$ cat src/rtl/sensor_cond.sv
// -----------------------------------------------------------------------------
// sensor_cond
//   Conditioning stage between the A2D SPI interface and the motor/assist
//   control logic. A free-running counter produces a one-clock sample tick;
//   on the edge ending that tick the four raw readings are folded into:
//     - a 4-sample exponential average of motor current
//     - a 32-sample exponential average of pedal torque
//     - a brake flag debounced over two consecutive samples
//     - a battery-low flag with hysteresis
//   Nothing but the sampling edge changes any output.
//
// Ports
//   clk        in   1   system clock, rising edge
//   rst        in   1   asynchronous active-high reset
//   batt       in  12   raw battery reading
//   curr       in  12   raw motor current reading
//   brake      in  12   raw brake lever reading
//   torque     in  12   raw pedal torque reading
//   smpl_tick  out  1   high for the one clock in which inputs are sampled
//   avg_curr   out 12   exponential average of curr (weight 1/4)
//   avg_torque out 12   exponential average of torque (weight 1/32)
//   brake_on   out  1   debounced brake applied
//   batt_low   out  1   battery low, with hysteresis
// -----------------------------------------------------------------------------
module sensor_cond #(
    parameter int unsigned SMPL_PERIOD = 1024,
    parameter logic [11:0] BRAKE_THRES = 12'h800,
    parameter logic [11:0] BATT_LOW    = 12'hA00,
    parameter logic [11:0] BATT_HYST   = 12'h040
) (
    input  logic        clk,
    input  logic        rst,
    input  logic [11:0] batt,
    input  logic [11:0] curr,
    input  logic [11:0] brake,
    input  logic [11:0] torque,
    output logic        smpl_tick,
    output logic [11:0] avg_curr,
    output logic [11:0] avg_torque,
    output logic        brake_on,
    output logic        batt_low
);

    localparam int unsigned     CNT_W    = $clog2(SMPL_PERIOD);
    localparam logic [CNT_W-1:0] CNT_LAST = CNT_W'(SMPL_PERIOD - 1);

    logic [CNT_W-1:0] r_cnt;
    logic [13:0]      r_acc_c;
    logic [16:0]      r_acc_t;
    logic             r_seeded;
    logic [1:0]       r_brk_hist;
    logic             r_brake_on;
    logic             r_batt_low;

    logic             w_tick;
    logic [13:0]      w_acc_c_nxt;
    logic [16:0]      w_acc_t_nxt;
    logic             w_brk_above;
    logic [1:0]       w_hist_nxt;
    logic [12:0]      w_batt_rel;
    logic             w_batt_ok;
    logic             w_batt_below;

    assign w_tick = (r_cnt == CNT_LAST);

    // Leaky integrators: acc holds avg scaled by 2^k, so subtracting acc>>k
    // and adding the new sample is one step of avg += (x - avg) / 2^k.
    assign w_acc_c_nxt = r_acc_c - {2'b00, r_acc_c[13:2]} + {2'b00, curr};
    assign w_acc_t_nxt = r_acc_t - {5'b00000, r_acc_t[16:5]} + {5'b00000, torque};

    assign w_brk_above = (brake > BRAKE_THRES);
    assign w_hist_nxt  = {r_brk_hist[0], w_brk_above};

    // Release threshold formed in 13 bits so a large BATT_LOW cannot wrap.
    assign w_batt_rel   = {1'b0, BATT_LOW} + {1'b0, BATT_HYST};
    assign w_batt_ok    = ({1'b0, batt} >= w_batt_rel);
    assign w_batt_below = (batt < BATT_LOW);

    always_ff @(posedge clk or posedge rst) begin
        if (rst) begin
            r_cnt <= '0;
        end else if (w_tick) begin
            r_cnt <= '0;
        end else begin
            r_cnt <= r_cnt + CNT_W'(1);
        end
    end

    always_ff @(posedge clk or posedge rst) begin
        if (rst) begin
            r_acc_c    <= '0;
            r_acc_t    <= '0;
            r_seeded   <= 1'b0;
            r_brk_hist <= '0;
            r_brake_on <= 1'b0;
            r_batt_low <= 1'b0;
        end else if (w_tick) begin
            // First sample after reset loads the accumulators directly so the
            // averages start at the reading instead of ramping up from zero.
            if (!r_seeded) begin
                r_acc_c  <= {curr, 2'b00};
                r_acc_t  <= {torque, 5'b00000};
                r_seeded <= 1'b1;
            end else begin
                r_acc_c <= w_acc_c_nxt;
                r_acc_t <= w_acc_t_nxt;
            end

            // Decide on the updated history so the flag sets on the second
            // consecutive applied sample rather than one tick later.
            r_brk_hist <= w_hist_nxt;
            if (w_hist_nxt == 2'b11) begin
                r_brake_on <= 1'b1;
            end else if (w_hist_nxt == 2'b00) begin
                r_brake_on <= 1'b0;
            end

            if (!r_batt_low && w_batt_below) begin
                r_batt_low <= 1'b1;
            end else if (r_batt_low && w_batt_ok) begin
                r_batt_low <= 1'b0;
            end
        end
    end

    assign smpl_tick  = w_tick;
    assign avg_curr   = r_acc_c[13:2];
    assign avg_torque = r_acc_t[16:5];
    assign brake_on   = r_brake_on;
    assign batt_low   = r_batt_low;

endmodule
$ cat config.mk
export PLATFORM = sky130hd
export DESIGN_NAME = sensor_cond
export DESIGN_NICKNAME = d
export VERILOG_FILES = /design/src/rtl/sensor_cond.sv
export SDC_FILE = /design/constraint.sdc
export NUM_CORES = 1
export LEC_CHECK = 0
export BUFFER_PORTS_ARGS = -buffer_cell sky130_fd_sc_hd__buf_2
export CAP_MARGIN = 25
export CELL_PAD_IN_SITES_DETAIL_PLACEMENT = 0
export CELL_PAD_IN_SITES_GLOBAL_PLACEMENT = 1
export CORE_MARGIN = 2
export CORE_UTILIZATION = 40
export DETAILED_ROUTE_END_ITERATION = 7
export PLACE_DENSITY_LB_ADDON = 0.1
export SETUP_SLACK_MARGIN = 0.15
export SKIP_LAST_GASP = 1
export SLEW_MARGIN = 15
export SYNTH_ARGS = -nofsm -noshare
export SYNTH_HDL_FRONTEND = slang
export SYNTH_SLANG_ARGS = --single-unit
$ cat constraint.sdc
create_clock -name clk -period 8.45 [get_ports clk]
set_clock_uncertainty 0.1 [all_clocks]
set_input_delay 0 -clock clk [delete_from_list [all_inputs] [get_ports clk]]
set_output_delay 0 -clock clk [all_outputs]
set_load 0.01 [all_outputs]
Word level (Yosys, flattened, before mapping)

Cells that the tools add are included.

Register bits: 45
Latch bits: 0
Memory bits (writable): 0
ROM bits: 0
Input port bits: 50
Output and inout bits: 27
Logic and storage cells: 32
Memories kept: 0

Add/sub/neg operators: 5
Multiply operators: 0
Div/mod/pow operators: 0
Magnitude comparators: 3
Eq/ne operators: 2
Shift operators: 0
Mux-type cells: 7
Bitwise operators: 0
Reductions and logical operators: 8

Operator list:

| operator              | count |
|---|---|
| $add 17x12->17        | 1 |
| $mux 17               | 1 |
| $sub 17x12->17        | 1 |
| $add 14x12->14        | 1 |
| $mux 14               | 1 |
| $sub 14x12->14        | 1 |
| $ge 12x12->1 const B  | 1 |
| $gt 12x12->1 const B  | 1 |
| $lt 12x12->1 const B  | 1 |
| $add 10x1->10 const B | 1 |
| $eq 10x10->1 const B  | 1 |
| $mux 10               | 1 |
| $mux 1                | 4 |
| $reduce_and 2->1      | 2 |
| $reduce_bool 2->1     | 2 |
| $eq 2x2->1 const B    | 1 |
| $logic_and 1x1->1     | 2 |
| $logic_not 2->1       | 1 |
| $logic_not 1->1       | 1 |

Depth between registers and ports, before layout

Word-level depth: 4
Mapped depth: 12
Mapped depth without buffers: 12

Least setup slack after synthesis

OpenSTA, ideal clock, no wires.

Kind: register to register
Start: register r_acc_t[6]
End: register r_acc_t[14]
Library setup time: 0.124 ns
Data arrival time: 2.654 ns
Required time: 8.226 ns
Slack: 5.572 ns
Cell stages (with the launch flop): 11
Path buffers: 0
Clock period less this slack: 2.878 ns
Path through: dfrtp_1 -> fa_1 -> inv_1 -> fa_1 -> a211oi_2 -> o21bai_1 -> a21o_1 -> a221o_1 -> a21oi_1 -> xor2_1 -> o21ai_1

Longest elaborated chain between the ends: 3

Ends and longest elaborated chain:

| item                   | line | source |
|---|---|---|
| start, declared        | 49   | `logic [16:0] r_acc_t;` |
| start signal, assigned | 102  | `r_acc_t <= {torque, 5'b00000};` |
| start signal, assigned | 106  | `r_acc_t <= w_acc_t_nxt;` |
| $sub 17x12->17         | 69   | `assign w_acc_t_nxt = r_acc_t - {5'b00000, r_acc_t[16:5]} + {5'b00000, torque};` |
| $add 17x12->17         | 69   |  |
| $mux 17                | 100  | `if (!r_seeded) begin` |

No other way between the ends.
A chain may end at the register's enable or synchronous reset.

Worst setup path in the final report

Start: register r_cnt[0]
End: register r_batt_low, in the netlist batt_low

Longest elaborated chain between the ends: 2

Ends and longest elaborated chain:

| item                              | line | source |
|---|---|---|
| start, declared                   | 47   | `logic [CNT_W-1:0] r_cnt;` |
| start signal, assigned            | 85   | `r_cnt <= r_cnt + CNT_W'(1);` |
| $eq 10x10->1                      | 64   | `assign w_tick = (r_cnt == CNT_LAST);` |
| $reduce_and 2->1 (no source line) | -    |  |
| end signal, assigned              | 96   | `r_batt_low <= 1'b0;` |
| end signal, assigned              | 119  | `r_batt_low <= 1'b1;` |
| end signal, assigned              | 121  | `r_batt_low <= 1'b0;` |
| end, declared                     | 53   | `logic r_batt_low;` |

No other way between the ends.

==> summary.txt <==
Setup path
  – Slowest library cell on the worst path: dlygate4sd3_1
  – Crit-path cells: ha_1 > nand3_1 > nor2_1 > and2_1 > nand4_2 > buf_4 > inv_2 > o41ai_1 > a22o_1 > dlygate4sd3_1
  – Critical path endpoint category: flip-flop
  – Max incr delay on CP: 0.55 ns
  – Reg2reg setup slack: roughly 5.2 ns
  – CP required: approximately 8.5 ns
  – Worst-path fanout max: 42
  – CP Class: reg2reg
  – Worst Setup Start Kind: flip-flop
  – Worst EP arrival: between 3 and 4 ns

Global route
  – First-pass GRT wire length: roughly 17000 µm
  – Remaining Overflow, GRT: 0
  – Largest net degree at the start of global routing: 46
  – Vias in the first global route: 3585
  – Total track usage: between 10% and 20%
  – Initial antenna violation count: 0

Floorplanning
  – # rows: 37
  – Die Y: 108 µm
  – Die width: ~110 µm
  – Core area: roughly 10000 µm²
  – Io pins: 77
  – Initial Util: approximately 41%
  – Die Footprint: ~12000 µm²

Placement
  – Post-DP HPWL: about 7300 µm
  – Gp weighted congestion: ~0.76
  – Area after DPL: approximately 4600 µm²
  – Worst slack at placement: 5.33 ns
  – Placed Instances: 692
  – IO Port Bufs: 70

Cells and area
  – Filler cells: 1042
  – Layout area overhead: 14.2%
  – Diodes inserted: 0
  – Fin cells: 720
  – Final instance area: about 5000 µm²
  – Fraction of final layout cells sized beyond drive strength 1: 16.3%
  – Nets@finish: around 700

Timing
  – Unrepaired setup endpoints after global routing: no
  – Setup Total Neg Slack: 0 ns
  – Slew margin rel.: between 50% and 60%
  – Fin. max-slew vios: 0
  – FMAX: slightly above 300 MHz
  – Fin crit share: a little under two fifths
  – Endpoints failing setup: 0
  – Worst Tran Pin Value: roughly 0.61 ns
  – Clock period minus worst slack: between 3 and 4 ns
  – Fin worst setup slack: 5.22 ns
  – Final Hold Slack: -0.00345 ns
  – Hold Violations, Final: 1

Pwr
  – Leak: roughly 2.6 nW
  – Power Internal: 0.393 mW
  – Net Sw Frac: ~34%
  – Worst VDD drop: around 0.077 mV
  – Power per cell area: ~120 nW/µm²
  – Comb pwr share: between 30% and 40%
  – NetSw: 0.201 mW
  – Reg power frac: 37.4%
  – Clk pwr share: 29.3%

Route
  – DRT iter0 DRCs: roughly 130
  – Drt pass-1 iters: 4
  – ANT nets after route: 0
  – Detailed-route DRC error count: 0
  – Routed len/inst: between 10 and 15 µm
  – Vias per Instance: ~5
  – DR vias: between 3k and 4k
  – WL final: 9890 µm

Synth
  – Post-synth EDFFs: 0
  – Post-synth top cells: 106 x inv_1, 45 x dfrtp_1, 40 x a21oi_1
  – Synth Cell Area: between 4000 and 5000 µm²
  – Seq/Total Area, Yosys: a little over a quarter
  – Top_reg_cell synth: dfrtp_1
  – Mapped Nets: about 630
  – #FFs+latches synth: between 40 and 50
  – Syn Area/Cell: slightly above 8 µm²
  – Synth area leader: dfrtp_1
  – Yosys top cell area share: 26.1%
  – Post-synthesis cell type count: 57
  – Most frequent cell after synthesis: inv_1
  – Post-Syn Instances: around 520
  – Post-synth ARST share: 100%
  – Area contributors post-synth: dfrtp_1 26%, fa_1 11%, ha_1 9.6%
  – Yosys Warn Count: 0

Status
  – Failing checks: hold timing
  – Outcome: finished with violations

Clock network
  – TritonCTS buffer count: 5
  – CTS-repair resized insts: 0
  – CTS root buf: clkbuf_8
  – CTS Buffer Depth: 2
  – CTS tree: done
  – CTS H-tree depth: 2
  – Worst-Skew Late Latency: ~0.30 ns
  – Clock sinks: 45
  – Worst-path clk slew: 0.10 ns

Min path
  – Min-delay worst type: in2reg

Job
  – # Max-Cap Violations: 0
cells in the final DEF (no fill, tap or decap), drive strengths merged, types with 3 or more instances in the layout:
cell type,n
nand3,21
dfrtp,45
dlygate4sd3,19
xnor2,13
nand4,3
a22oi,5
o21ai,35
o22ai,3
nor4,3
mux2i,3
a21oi,41
inv,107
o21a,5
o211ai,4
a211oi,8
fa,24
xor2,14
a31oi,5
a21o,8
clkbuf,5
buf,73
nor2,27
ha,33
nor3,12
nand2,35
sequential cells by signal, summed over array words and instances (netlist names):
signal / cells
brake_on: 1
r_acc_t: 17
r_seeded: 1
r_acc_c: 14
batt_low: 1
r_brk_hist: 1
r_cnt: 10
worst paths after layout:
| check | start | depth (start not counted) | to |
|---|---|---|---|
| hold / removal | torque[6] | 5 | r_acc_t[11] |
| max in group asynchronous | rst | 4 | r_acc_t[9] |
| setup reg to reg | r_cnt[0] | 10 | batt_low |
| setup / recovery | r_cnt[0] | 10 | batt_low |
| hold reg to reg | r_cnt[0] | 1 | r_cnt[0] |
| min in group asynchronous | rst | 3 | r_acc_c[2] |
stage by stage:
step / power (mW) / util (%)
after global placement: 0.417 / 44.1
final: 0.595 / 47.3
after CTS: 0.602 / 47.1
after detailed placement: 0.418 / 44.1
after floorplan: 0.379 / -
after global routing: 0.636 / 47.3
worst max-delay path, delay by kind of cell (launching register included):
family	cells	cell delay [ns]
and+or+nand+nor	4	0.63
adders and majority gates	1	0.20
buffers and inverters	3	1.36
DFF	1	0.39
AOI/OAI and AO/OA	2	0.43
metal layers:
metal | vias to the layer above | GRT usage, % | part of all wire (%)
met1 | 1720 | 24.7 | 50
met3 | 2 | 2.60 | 3.7
met5 | - | 0 | 0
li1 | 1828 | - | -
met4 | 0 | 2.75 | 0.37
met2 | 62 | 30.1 | 46
area by class of cell:
cell class / count / area (µm²) / area share (%)
Clock buffer: 5 / 68.8 / 1.40
Multi-Input combinational cell: 331 / 2530 / 51.4
Timing Repair Buffer: 92 / 576 / 11.7
Clock inverter: 3 / 46.3 / 0.940
Tap cell: 136 / 170 / 3.46
Inverter: 108 / 405 / 8.23
Sequential cell: 45 / 1130 / 22.9
repair_timing:
action / in CTS / in global routing
endpoints found under the hold margin: 63 / 0
buffers inserted: 0 / 0
hold buffers: 19 / 0
power groups by stage:
| stage | registers, mW | logic, mW | clock network, mW |
|---|---|---|---|
| detailed placement | 0.227 | 0.191 | 0 |
| finish | 0.223 | 0.198 | 0.174 |
| global route | 0.223 | 0.226 | 0.187 |
| floorplan | 0.226 | 0.153 | 0 |
| global placement | 0.227 | 0.190 | 0 |
| CTS | 0.223 | 0.199 | 0.180 |
kinds of logic (layout without fill, tap and decap cells):
| group | Yosys count | after routing | share of synthesized area (%) |
|---|---|---|---|
| AOI/OAI and AO/OA | 134 | 134 | 19.9 |
| xor gates and xnor gates | 27 | 27 | 5.48 |
| adders and majority gates | 57 | 57 | 20.7 |
| buffers and inverters | 145 | 208 | 15.2 |
| DFF | 45 | 45 | 26.1 |
| muxes | 4 | 4 | 0.957 |
| and+or+nand+nor | 109 | 109 | 11.6 |
(Power assumes the default switching activity.)
